**src/rtl/vector_frame_engine.sv**
```systemverilog
// vector_frame_engine: display-list driven vector beam engine (title/game frames, crosshair, DAC codes)
module vector_frame_engine #(
  parameter int ADDRESSWIDTH = 8,
  parameter int DATAWIDTH = 18,
  parameter int OUT_WIDTH = 8,
  parameter int TICK_DIV = 25,
  parameter int HALT_TICKS = 4
) (
  input  logic                 clk_fast,
  input  logic                 rst,
  input  logic                 startgame,
  input  logic [7:0]           xcursor,
  input  logic [7:0]           ycursor,
  output logic                 go_flag,
  output logic                 halt_flag,
  output logic [OUT_WIDTH-1:0] xch,
  output logic [OUT_WIDTH-1:0] ych
);
  localparam int CW = (TICK_DIV > 1) ? $clog2(TICK_DIV) : 1;
  localparam int HW = (HALT_TICKS > 1) ? $clog2(HALT_TICKS) : 1;
  localparam logic [ADDRESSWIDTH-1:0] GAME = {1'b1, {(ADDRESSWIDTH-1){1'b0}}};
  localparam logic [1:0] OP_MOVE = 2'd0, OP_LINE = 2'd1, OP_CURS = 2'd2, OP_HALT = 2'd3;
  typedef enum logic [2:0] {START, FETCH, EXEC, STEP, CROSS, HALT} state_t;
  typedef struct packed {
    logic [7:0]         dx;
    logic [7:0]         dy;
    logic               sx;
    logic               sy;
    logic signed [10:0] err;
  } line_t;
  function automatic line_t line_init(input logic [7:0] x0, y0, x1, y1);
    line_t l;
    l.sx = x1 < x0;
    l.sy = y1 < y0;
    l.dx = l.sx ? x0 - x1 : x1 - x0;
    l.dy = l.sy ? y0 - y1 : y1 - y0;
    l.err = $signed({3'b0, l.dx}) - $signed({3'b0, l.dy});
    return l;
  endfunction
  function automatic logic [7:0] lo4(input logic [7:0] v);
    return (v < 8'd4) ? 8'd0 : v - 8'd4;
  endfunction
  function automatic logic [7:0] hi4(input logic [7:0] v);
    return (v > 8'd251) ? 8'd255 : v + 8'd4;
  endfunction
  function automatic logic [DATAWIDTH-1:0] w(input logic [1:0] op, input logic [7:0] x, y);
    return DATAWIDTH'({op, x, y});
  endfunction
  state_t                    state_q;
  logic [CW-1:0]             cnt_q;
  logic [HW-1:0]             hcnt_q;
  logic [ADDRESSWIDTH-1:0]   pc_q;
  logic [DATAWIDTH-1:0]      rom_q, rom_d;
  logic [7:0]                bx_q, by_q, tx_q, ty_q, cx_q, cy_q;
  logic                      cross_q;
  line_t                     ln_q;
  logic                      tick, xs, ys, arrive;
  logic signed [11:0]        e2, dxs, dys;
  logic signed [10:0]        err_d;
  logic [7:0]                bx_d, by_d, cur_x, cur_y, sx0, sy0, ex, ey;
  logic [1:0]                op;
  logic [7:0]                rx, ry;
  assign tick = cnt_q == CW'(TICK_DIV - 1);
  assign op = rom_q[17:16];
  assign rx = rom_q[15:8];
  assign ry = rom_q[7:0];
  assign xch = OUT_WIDTH'(bx_q) << (OUT_WIDTH - 8);
  assign ych = OUT_WIDTH'(by_q) << (OUT_WIDTH - 8);
  always_comb begin
    case (pc_q)
      ADDRESSWIDTH'(0):        rom_d = w(OP_MOVE, 8'd64, 8'd64);
      ADDRESSWIDTH'(1):        rom_d = w(OP_LINE, 8'd192, 8'd64);
      ADDRESSWIDTH'(2):        rom_d = w(OP_LINE, 8'd192, 8'd192);
      ADDRESSWIDTH'(3):        rom_d = w(OP_LINE, 8'd64, 8'd192);
      ADDRESSWIDTH'(4):        rom_d = w(OP_LINE, 8'd64, 8'd64);
      GAME:                    rom_d = w(OP_MOVE, 8'd0, 8'd0);
      GAME + ADDRESSWIDTH'(1): rom_d = w(OP_LINE, 8'd255, 8'd0);
      GAME + ADDRESSWIDTH'(2): rom_d = w(OP_LINE, 8'd255, 8'd255);
      GAME + ADDRESSWIDTH'(3): rom_d = w(OP_LINE, 8'd0, 8'd255);
      GAME + ADDRESSWIDTH'(4): rom_d = w(OP_LINE, 8'd0, 8'd0);
      GAME + ADDRESSWIDTH'(5): rom_d = w(OP_CURS, 8'd0, 8'd0);
      default:                 rom_d = w(OP_HALT, 8'd0, 8'd0);
    endcase
  end
  // Bresenham step: dy is kept as a magnitude, so the classic "e2 >= dy" test becomes "e2 >= -dy"
  always_comb begin
    e2 = {ln_q.err, 1'b0};
    dxs = {4'b0, ln_q.dx};
    dys = {4'b0, ln_q.dy};
    xs = e2 >= -dys;
    ys = e2 <= dxs;
    bx_d = xs ? (ln_q.sx ? bx_q - 8'd1 : bx_q + 8'd1) : bx_q;
    by_d = ys ? (ln_q.sy ? by_q - 8'd1 : by_q + 8'd1) : by_q;
    err_d = 11'(ln_q.err - (xs ? dys : 12'sd0) + (ys ? dxs : 12'sd0));
    arrive = (bx_d == tx_q) && (by_d == ty_q);
  end
  // cross_q low: horizontal stroke from the live cursor; high: vertical stroke from the latched cursor
  always_comb begin
    cur_x = cross_q ? cx_q : xcursor;
    cur_y = cross_q ? cy_q : ycursor;
    sx0 = cross_q ? cur_x : lo4(cur_x);
    sy0 = cross_q ? lo4(cur_y) : cur_y;
    ex = cross_q ? cur_x : hi4(cur_x);
    ey = cross_q ? hi4(cur_y) : cur_y;
  end
  always_ff @(posedge clk_fast or posedge rst) begin
    if (rst) begin
      cnt_q <= '0;
      hcnt_q <= '0;
      state_q <= START;
      pc_q <= '0;
      rom_q <= '0;
      bx_q <= '0;
      by_q <= '0;
      tx_q <= '0;
      ty_q <= '0;
      cx_q <= '0;
      cy_q <= '0;
      cross_q <= 1'b0;
      ln_q <= '0;
      go_flag <= 1'b0;
      halt_flag <= 1'b0;
    end else begin
      cnt_q <= tick ? '0 : cnt_q + 1'b1;
      if (tick) begin
        case (state_q)
          START: begin
            pc_q <= startgame ? GAME : '0;
            go_flag <= 1'b1;
            state_q <= FETCH;
          end
          FETCH: begin
            rom_q <= rom_d;
            pc_q <= pc_q + 1'b1;
            state_q <= EXEC;
          end
          EXEC: begin
            case (op)
              OP_MOVE: begin
                bx_q <= rx;
                by_q <= ry;
                state_q <= FETCH;
              end
              OP_LINE: begin
                tx_q <= rx;
                ty_q <= ry;
                ln_q <= line_init(bx_q, by_q, rx, ry);
                state_q <= (rx == bx_q && ry == by_q) ? FETCH : STEP;
              end
              OP_CURS: state_q <= CROSS;
              default: begin
                go_flag <= 1'b0;
                halt_flag <= 1'b1;
                hcnt_q <= '0;
                state_q <= HALT;
              end
            endcase
          end
          STEP: begin
            bx_q <= bx_d;
            by_q <= by_d;
            ln_q.err <= err_d;
            if (arrive) state_q <= cross_q ? CROSS : FETCH;
          end
          CROSS: begin
            cx_q <= cur_x;
            cy_q <= cur_y;
            bx_q <= sx0;
            by_q <= sy0;
            tx_q <= ex;
            ty_q <= ey;
            ln_q <= line_init(sx0, sy0, ex, ey);
            cross_q <= !cross_q;
            state_q <= STEP;
          end
          HALT: begin
            // go_flag rises as halt_flag falls so the two stay complementary across frames
            if (hcnt_q == HW'(HALT_TICKS - 1)) begin
              halt_flag <= 1'b0;
              go_flag <= 1'b1;
              state_q <= START;
            end else hcnt_q <= hcnt_q + 1'b1;
          end
          default: state_q <= START;
        endcase
      end
    end
  end
endmodule

```
**config.mk**
```make
export PLATFORM = sky130hd
export DESIGN_NAME = vector_frame_engine
export DESIGN_NICKNAME = d
export VERILOG_FILES = /design/src/rtl/vector_frame_engine.sv
export SDC_FILE = /design/constraint.sdc
export NUM_CORES = 1
export LEC_CHECK = 0
export BUFFER_PORTS_ARGS = -buffer_cell sky130_fd_sc_hd__buf_2
export CORE_MARGIN = 10
export CORE_UTILIZATION = 59
export DETAILED_ROUTE_END_ITERATION = 16
export GPL_TIMING_DRIVEN = 0
export HOLD_SLACK_MARGIN = 0.03
export PLACE_DENSITY = 0.76
export SETUP_SLACK_MARGIN = 0.05
export SLEW_MARGIN = 20
export SYNTH_ARGS = -nofsm -noshare
export SYNTH_HDL_FRONTEND = slang
export SYNTH_SLANG_ARGS = --single-unit
```
**constraint.sdc**
```tcl
create_clock -name clk_fast -period 6.9 [get_ports clk_fast]
set_input_delay 1.38 -clock clk_fast [delete_from_list [all_inputs] [get_ports clk_fast]]
set_output_delay 1.38 -clock clk_fast [all_outputs]
set_load 0.05 [all_outputs]
```
==> run metrics, run 1 <==
Final Core Density=0.6563; Arr. time, crit path=6840 ps; Mean Syn Cell Area=7.973 um^2; Starting Density=0.6014; final std cells w/o fill=1795; antenna violations before repair=1; detail-routed via count per cell=6.284; Fin. Hold Viols=0; required time worst endpoint=7200 ps; total wire length=36.80 mm; switching pwr=approximately 0.50 mW; final hold slack=488.4 ps; CTS clock-pin slew for the worst setup and hold paths=80 ps; status=finished, final reports clean; largest family of logic cells by synthesized area=compound AO/OA/AOI/OAI gates; Startpoint Class=input pin; RSZ-0062 raised after global routing=no; fraction of layout cells with a size suffix above 1=0.1000; CTS buffer count=9; Post-Synth XOR/XNOR Area=0.05388; Synth Flop Type=dfrtp_1; most common cell in the netlist=inv_1; Post-synth EDFFs=0; sequential share of power=0.403; residual DRC count=0; Synth Area in Compound Gates=0.2329; period utilization=0.9465; grt ovf=0; Post-Synth Simple-Gate Area=0.1855; top cell type's share of synthesized area=0.2266; mux share of post-synthesis cell area=0.05591; Die Ht=between 150 and 200 um; placer congestion estimate=approximately 1.0; HPWL after detailed placement=29.47 mm; Sw Ratio=0.3253; Avg WL per Cell=20.50 um; Diodes inserted=0; Slew headroom=0.2418; Ys Warns=0; largest net degree at the start of global routing=74; Final Critical Period=6531 ps; synth top area cells=dfrtp_1 (23%), ha_1 (14%), o21ai_0 (5.6%), inv_1 (4.9%), a21oi_1 (4.7%); crit path capture type=register; die area=25870 um^2; placed cells=~1800; Leak=5.829 nW; slew of the pin with the lowest slew margin=1129 ps; Synth Register Bits=between 100 and 150; Final Instance Area=12770 um^2; Syn Nets=1639; power density over cell area=120.8 nW/um^2; first-pass GRT wire length=58.44 mm; Detailed Route Iter0 Violations=1147; nets=1696; MaxCap Viol Count=0; Antenna Violating Nets Remaining=0; row count=between 50 and 60; Sinks on Clock Net=106; Max Slew Vio Count=0; Int Power=1.041 mW; Syn Std Cell Area=11700 um^2; final setup TNS=0 ps; H-Tree Depth=3; final setup fails=0; Post-Synth Adder-Cell Area=0.1753; maximum clock path buffer count=2; synth cell count leaders=inv_1 (154), nand2_1 (139), ha_1 (132), o21ai_0 (132), a21oi_1 (109); Comb power frac=0.255; Layout area overhead=9.129%; Fmax=153.1 MHz; Clock Skew=11.60 ps; DP Area=roughly 12000 um^2; via count=11280; CTS tree=built; Async SR Flop Fraction=1.000; area leader, netlist=dfrtp_1; Critical Setup Path Class=input pin to register; DR pass1 iterations=6; GRT Total Usage=0.2794; vias in the first global route=10660; CTS Root Buffer Type=clkbuf_16; CP max FO=10; Core ar.=19460 um^2; clock share of power=0.342; Ports=37; Hold Crit Class=register to register; Post-CTS Hold Buffers=0; Gate Count Post-Synth=1468; unique cell type count in the Yosys netlist=90; IO buf count=33; die extent in x=160.8 um; sequential element share of the synthesized area=0.2266; clock latency on the worst-skew pair=370 ps; Peak supply drop=~0.16 mV
sequential cells by signal, summed over array words and instances (netlist names):
| register | cells |
|---|---|
| pc_q | 8 |
| halt_flag | 1 |
| ty_q | 8 |
| ych | 8 |
| state_q | 3 |
| tx_q | 8 |
| cnt_q | 5 |
| e2 | 11 |
| hcnt_q | 2 |
| cx_q | 8 |
| go_flag | 1 |
| rom_q | 8 |
| xch | 8 |
| dxs | 8 |
| dys | 8 |
| cross_q | 1 |
| cy_q | 8 |
| ln_q | 2 |
cells by family after synthesis:
kind of cell / after synthesis
and+or+nand+nor: 438
muxes: 60
DFF: 106
buffers and inverters: 210
adders and majority gates: 152
AOI/OAI and AO/OA: 430
xor gates and xnor gates: 72
cell type report:
type,count,area (um^2)
multi-input combinational,1152,8367
clock buffer,10,239.0
fill,1733,6690
sequential,106,2654
buffer,54,259.0
inverter,155,586.8
tap,265,331.6
clock inverter,6,47.55
timing repair buffer,47,287.8
layer usage:
metal / track usage / up-vias / wire length [um]
met5: 0 / - / 9
met4: 0.1166 / 2 / 1672
met3: 0.03553 / 103 / 3057
met2: 0.4427 / 491 / 16250
met1: 0.3761 / 5388 / 15800
li1: - / 5295 / -
through the flow:
stage               setup WS (ps)  total power [mW]
global placement            -1310            0.9814
finish                      368.9             1.543
CTS                         78.58             1.512
floorplan                   288.9            0.8993
detailed placement          -1331            0.9911
global route                42.48             1.602
cells in the final DEF (no fill, tap or decap), types with 7 or more instances in the layout:
cell type / instances
o21ai_0: 130
nor4_1: 11
fa_1: 20
o31ai_1: 9
o21bai_1: 8
o21ai_1: 15
nor2_1: 108
xor2_1: 28
a22o_1: 7
a21oi_1: 105
a2bb2oi_1: 9
or3_1: 12
a21boi_0: 13
o21a_1: 10
buf_2: 37
xnor2_1: 44
and2_1: 16
clkbuf_1: 33
mux2_2: 24
nor2b_1: 28
nand4_1: 10
nand2_1: 138
nand3b_1: 8
o211ai_1: 10
a31oi_1: 17
a21o_1: 15
clkbuf_16: 9
nor3_1: 27
inv_1: 153
buf_4: 13
mux2i_1: 29
a211oi_1: 9
o22ai_1: 8
dfrtp_1: 105
nand2b_1: 8
nand3_1: 32
ha_1: 132
worst max-delay path, cell delays in order:
cell and delay [ps]:
buf_2 130, nand2_1 80, and2_1 220, ha_1 240
nor3b_4 250, a21oi_1 160, a21boi_0 510, inv_1 100
ha_1 430, o21ai_0 120, nand2b_1 80, a21oi_1 70
a21oi_2 200, buf_6 180, mux2_1 350, o21a_1 180
or3_1 320, and2_1 190, ha_1 330, inv_1 60
o21ai_0 80, a21oi_1 170, o21ai_0 130, a211oi_2 270
a211oi_2 70, buf_4 160, or2_2 260, nand3b_1 80
power groups by stage:
stage | Clock [mW] | Combinational [mW] | Sequential (mW)
4_1_cts | 0.527 | 0.364 | 0.622
2_1_floorplan | 0 | 0.264 | 0.635
5_1_grt | 0.550 | 0.430 | 0.622
3_3_place_gp | 0 | 0.347 | 0.634
6_report | 0.528 | 0.394 | 0.622
3_5_place_dp | 0 | 0.357 | 0.634
what timing repair did:
action / 4_1_cts / 5_1_grt
pin swaps: 0 / 5
endpoints found under the setup margin: 10 / 6
gates resized for setup: 17 / 32
setup buffers: 0 / 13
final timing paths:
| kind | start | end | slack, ps | cells past startpoint |
|---|---|---|---|---|
| worst max-delay path | xcursor[2] | e2[11] | 370 | 28 |
| min in group asynchronous | rst | pc_q[6] | 980 | 2 |
| worst min register to register | cnt_q[0] | cnt_q[0] | 490 | 1 |
| worst max register to register | cross_q | e2[11] | 460 | 30 |
| worst min-delay path | cnt_q[0] | cnt_q[0] | 490 | 1 |
| max in group asynchronous | rst | xch[6] | 5210 | 3 |
No activity file was read; power rests on OpenSTA's default activity.
==> run 2: changes to the inputs <==
==> constraint.sdc (replaced) <==
create_clock -name clk_fast -period 5.6 [get_ports clk_fast]
set_input_delay 1.12 -clock clk_fast [delete_from_list [all_inputs] [get_ports clk_fast]]
set_output_delay 1.12 -clock clk_fast [all_outputs]
set_load 0.05 [all_outputs]
==> run 2 against run 1 <==
Compared with the run above:
- the flow now finishes with violations (setup timing)
- sequential share of layout area down 1.9 points
- utilization increased by 6.4 points
- wire length rose by 10%
- highest routed layer unchanged
- non-clock buffer count rose by 66
- hold slack got worse by 7.6 ps
- final area increased by 9.8%
- largest cell class unchanged
==> run metrics, run 2 (synthesis gave the netlist of run 1 again) <==
status=finished with violations; violated checks=setup timing; Crit path buffers/inverters=4; Worst Slack Setup Final=-97.12 ps; Arr. time, crit path=5950 ps; CTS Root Buffer Type=clkbuf_16; Largest stage delay, worst path=370 ps; # fillers=1491; Largest register FFs=11; MaxCap Viol Count=0; Layout area overhead=19.81%; Most flops, register=e2; total wire length=40.47 mm; Comb power frac=0.316; most used cell, CP=ha_4; Leak=between 6 and 7 nW; nets=1762; crit path capture type=register; via count=11840; Sw Ratio=0.3145; Int Power=1.512 mW; placed cells=1767; Fmax=approximately 180 MHz; vias in the first global route=~11000; switching pwr=a little under 0.7 mW; final std cells w/o fill=1861; Die Ht=~160 um; row count=51; GRT Total Usage=0.2939; detail-routed via count per cell=6.363; die area=between 20000 and 30000 um^2; die extent in x=160.8 um; Core ar.=19460 um^2; Hold Crit Class=register to register; largest net degree at the start of global routing=73; Diodes inserted=0; Slew headroom=0.2647; commonest non-fill, non-tap cell in the layout=inv_1; CTS buffer count=9; placer congestion estimate=1.015; Antenna Violating Nets Remaining=0; HPWL after detailed placement=29.66 mm; period utilization=1.017; CTS tree=built; clock share of power=0.337; Final Critical Period=5697 ps; residual DRC count=0; required time worst endpoint=5850 ps; Detailed Route Iter0 Violations=1211; IO buf count=33; grt ovf=0; fraction of layout cells with a size suffix above 1=0.1924; final setup TNS=-157.8 ps; clock latency on the worst-skew pair=370 ps; Avg WL per Cell=21.75 um; Ports=37; CTS clock-pin slew for the worst setup and hold paths=around 80 ps; Top Family by Delay on Critical Path=compound AO/OA/AOI/OAI gates; CP max stage cell=a211oi_4; Fin. Hold Viols=0; CP max FO=5; maximum clock path buffer count=2; Starting Density=0.6014; Clock Skew=12.76 ps; Peak supply drop=0.2084 mV; power density over cell area=157.3 nW/um^2; Max Slew Vio Count=0; Critical Setup Path Class=input pin to register; Sinks on Clock Net=approximately 110; post-place setup slack=-1166 ps; DR pass1 iterations=6; Total Power=between 2 and 2.5 mW; first-pass GRT wire length=between 60 and 70 mm; sequential share of power=0.347; RSZ-0062 raised after global routing=yes; H-Tree Depth=3; most frequent cells in the layout=inv_1 (143), nand2_1 (129), o21ai_0 (117); final setup fails=4; Startpoint Class=input pin; slew of the pin with the lowest slew margin=1095 ps; antenna violations before repair=2
==> run 2: changes by cell type in the layout (fill, tap and decap cells not counted), sizes merged <==
| cell | before | now |
|---|---|---|
| clkbuf | 52 | 50 |
| buf | 59 | 127 |
| clkinv | 3 | 2 |
| bufinv | 0 | 2 |
| inv | 158 | 157 |
==> run 2: area by class of cell <==
class | count | area (um^2) | share of cell area
multi-input cells | 1152 | 8914 | 0.6357
flip-flops and latches | 106 | 2654 | 0.1893
repair buffers | 114 | 840.8 | 0.05996
inverters | 155 | 594.3 | 0.04238
plain buffers | 53 | 354.1 | 0.02525
well taps | 265 | 331.6 | 0.02365
clock buffers | 10 | 239.0 | 0.01704
clock inverters | 6 | 95.09 | 0.006781
==> run 2: power by group through the flow <==
stage	sequential [mW]	combinational [mW]	clock, mW
3_3_place_gp	0.781	0.468	0
4_1_cts	0.766	0.599	0.745
6_report	0.766	0.697	0.743
5_1_grt	0.766	0.752	0.770
3_5_place_dp	0.781	0.477	0
2_1_floorplan	0.782	0.362	0
==> run 2: final timing paths <==
kind | endpoint | depth (start not counted) | slack [ps] | start
setup / recovery | e2[11] | 28 | -100 | xcursor[2]
hold / removal | cnt_q[0] | 1 | 480 | cnt_q[0]
hold reg to reg | cnt_q[0] | 1 | 480 | cnt_q[0]
max in group asynchronous | dys[2] | 3 | 4150 | rst
setup reg to reg | e2[11] | 32 | -90 | cross_q
min in group asynchronous | pc_q[2] | 2 | 730 | rst
==> run 2: through the flow <==
step	utilization	hold slack (ps)	instance area, um^2
2_1_floorplan	-	449.9	11870
3_3_place_gp	0.6355	470.5	12370
3_5_place_dp	0.6372	475.3	12400
4_1_cts	0.6987	486.1	13600
5_1_grt	0.7205	498.6	14020
6_report	0.7205	480.9	14020
==> run 2: repair_timing <==
item | 4_1_cts | 5_1_grt
pin swaps | 43 | 52
hold buffers | 0 | 0
cloned | 1 | 0
gates resized for setup | 98 | 71
setup endpoints to repair | 10 | 7
setup buffers | 55 | 26
==> run 2: layer usage <==
layer	vias to the layer above	wire length, um	global-route usage
met2	645	17870	0.4684
met4	4	2551	0.1431
met1	5601	16140	0.3733
li1	5418	-	-
met5	-	27	0
met3	174	3883	0.05777
==> run 3: changes to the inputs <==
--- a/config.mk
+++ b/config.mk
@@ -11,7 +11,7 @@
 export DETAILED_ROUTE_END_ITERATION = 16
 export GPL_TIMING_DRIVEN = 0
 export HOLD_SLACK_MARGIN = 0.03
-export PLACE_DENSITY = 0.76
+export PLACE_DENSITY = 0.79
 export SETUP_SLACK_MARGIN = 0.05
 export SLEW_MARGIN = 20
 export SYNTH_ARGS = -nofsm -noshare
==> run 3 against run 2 <==
Compared with the run above:
- the flow still finishes with violations (setup timing)
- die area unchanged
- clock power decreased by 6.6%
- final area decreased by 0.87%
- setup slack got worse by 150 ps
- via count increased by 2.1%
- global-route usage about the same
- critical endpoint unchanged
==> run metrics, run 3 (synthesis gave the netlist of run 1 again) <==
Layout area overhead=18.77%; Sw Ratio=0.3285; Crit path buffers/inverters=5; final setup fails=4; status=finished with violations; DR pass1 iterations=7; Ports=37; placer congestion estimate=1.029; Total Power=roughly 2.1 mW; antenna violations before repair=0; Critical Setup Path Class=input pin to register; CTS Root Buffer Type=clkbuf_16; GRT Total Usage=0.2944; CP max FO=5; clock share of power=0.324; violated checks=setup timing; Final Core Density=0.7142; most used cell, CP=a21oi_2; Antenna Violating Nets Remaining=0; first-pass GRT wire length=61.42 mm; Startpoint Class=input pin; row count=51; Worst Slack Setup Final=-250.3 ps; residual DRC count=0; total wire length=41.45 mm; CTS buffer count=9; # fillers=1442; Sinks on Clock Net=106; Fin. Hold Viols=0; Comb power frac=0.319; Hold Crit Class=register to register; Top Family by Delay on Critical Path=compound AO/OA/AOI/OAI gates; Int Power=approximately 1.4 mW; grt ovf=0; sequential share of power=0.357; Leak=around 6.3 nW; crit path capture type=register; CP max stage cell=xor2_1; Detailed Route Iter0 Violations=~1400; detail-routed via count per cell=6.521; MaxCap Viol Count=0; fraction of layout cells with a size suffix above 1=0.1831; Max Slew Vio Count=0; IO buf count=33; HPWL after detailed placement=a little under 30 mm; final setup TNS=-874.1 ps; Avg WL per Cell=22.36 um; die area=25870 um^2; Clock Skew=approximately 15 ps; via count=between 10000 and 15000; Largest stage delay, worst path=370 ps; clock latency on the worst-skew pair=roughly 380 ps; die extent in x=160.8 um; Die Ht=160.8 um; Starting Density=0.6014; required time worst endpoint=5910 ps; area of the multi-input gates=approximately 9000 um^2; most frequent cells in the layout=inv_1 (145), nand2_1 (132), o21ai_0 (119); H-Tree Depth=3; CTS clock-pin slew for the worst setup and hold paths=80 ps; Arr. time, crit path=between 6000 and 7000 ps; FF+latch area=2655 um^2; Slew headroom=0.2922; slew of the pin with the lowest slew margin=roughly 1100 ps; period utilization=1.045; Fmax=roughly 170 MHz; power density over cell area=154.2 nW/um^2; RSZ-0062 raised after global routing=yes; CTS tree=built; switching pwr=0.7038 mW; Peak supply drop=0.1747 mV; Most flops, register=e2; vias in the first global route=between 10000 and 15000; Largest register FFs=11; largest net degree at the start of global routing=75; nets=around 1800; Core ar.=between 15000 and 20000 um^2; commonest non-fill, non-tap cell in the layout=inv_1; Diodes inserted=0; Final Critical Period=5850 ps; maximum clock path buffer count=2
run 3: layout make-up:
type | instances | area share
well taps | 265 | 0.02385
clock inverters | 6 | 0.005491
inverters | 155 | 0.04239
clock buffers | 9 | 0.01620
multi-input cells | 1152 | 0.6401
flip-flops and latches | 106 | 0.1910
repair buffers | 108 | 0.05644
plain buffers | 53 | 0.02457
run 3: worst reg2reg max path, delay by kind of cell, from the launching register on:
| kind | cells | cell delay [ps] |
|---|---|---|
| AO/OA/AOI/OAI | 13 | 2090 |
| XOR/XNOR | 1 | 370 |
| adder cells (fa/ha/maj) | 4 | 1010 |
| buffers and inverters | 6 | 790 |
| flip-flops | 1 | 390 |
| multiplexers | 1 | 200 |
| AND/OR/NAND/NOR | 5 | 920 |
run 3: layer usage:
layer  GRT usage  up-vias  part of all wire
li1            -     5405                 -
met1      0.3492     5704              0.37
met2      0.4848      764              0.46
met3     0.06263      217              0.10
met4      0.1671        0             0.069
met5           0        -                 0
run 3: path summary, 6_finish.rpt:
check	from	endpoint	slack [ps]	cells past startpoint
max in group asynchronous	rst	dys[3]	4130	3
hold / removal	cnt_q[0]	cnt_q[0]	500	1
hold reg to reg	cnt_q[0]	cnt_q[0]	500	1
setup reg to reg	cross_q	e2[11]	-240	30
min in group asynchronous	rst	cy_q[6]	710	2
setup / recovery	xcursor[3]	e2[11]	-250	28
run 3: power groups by stage:
stage               Combinational (mW)  Clock, mW  Sequential, mW
floorplan                        0.362          0           0.782
global placement                 0.457          0           0.781
detailed placement               0.471          0           0.781
CTS                              0.587      0.689           0.766
global route                     0.727      0.710           0.766
finish                           0.684      0.694           0.765
run 3: metrics by stage:
step | instance area (um^2) | hold slack, ps | setup slack (ps) | cells
detailed placement | 12400 | 471.9 | -1123 | 1767
global route | 13900 | 515.0 | -446.2 | 1854
floorplan | 11870 | 449.9 | -5.591 | 1468
CTS | 13500 | 489.6 | 19.10 | 1834
global placement | 12370 | 469.7 | -989.3 | 1766
finish | 13900 | 501.5 | -250.3 | 1854
run 3: what timing repair did:
item	in CTS	in global routing
pin swaps	43	50
buffers inserted	52	24
endpoints found under the setup margin	10	7
cloned	1	0
hold buffers	0	0
hold endpoints to repair	0	0
gates resized for setup	92	61
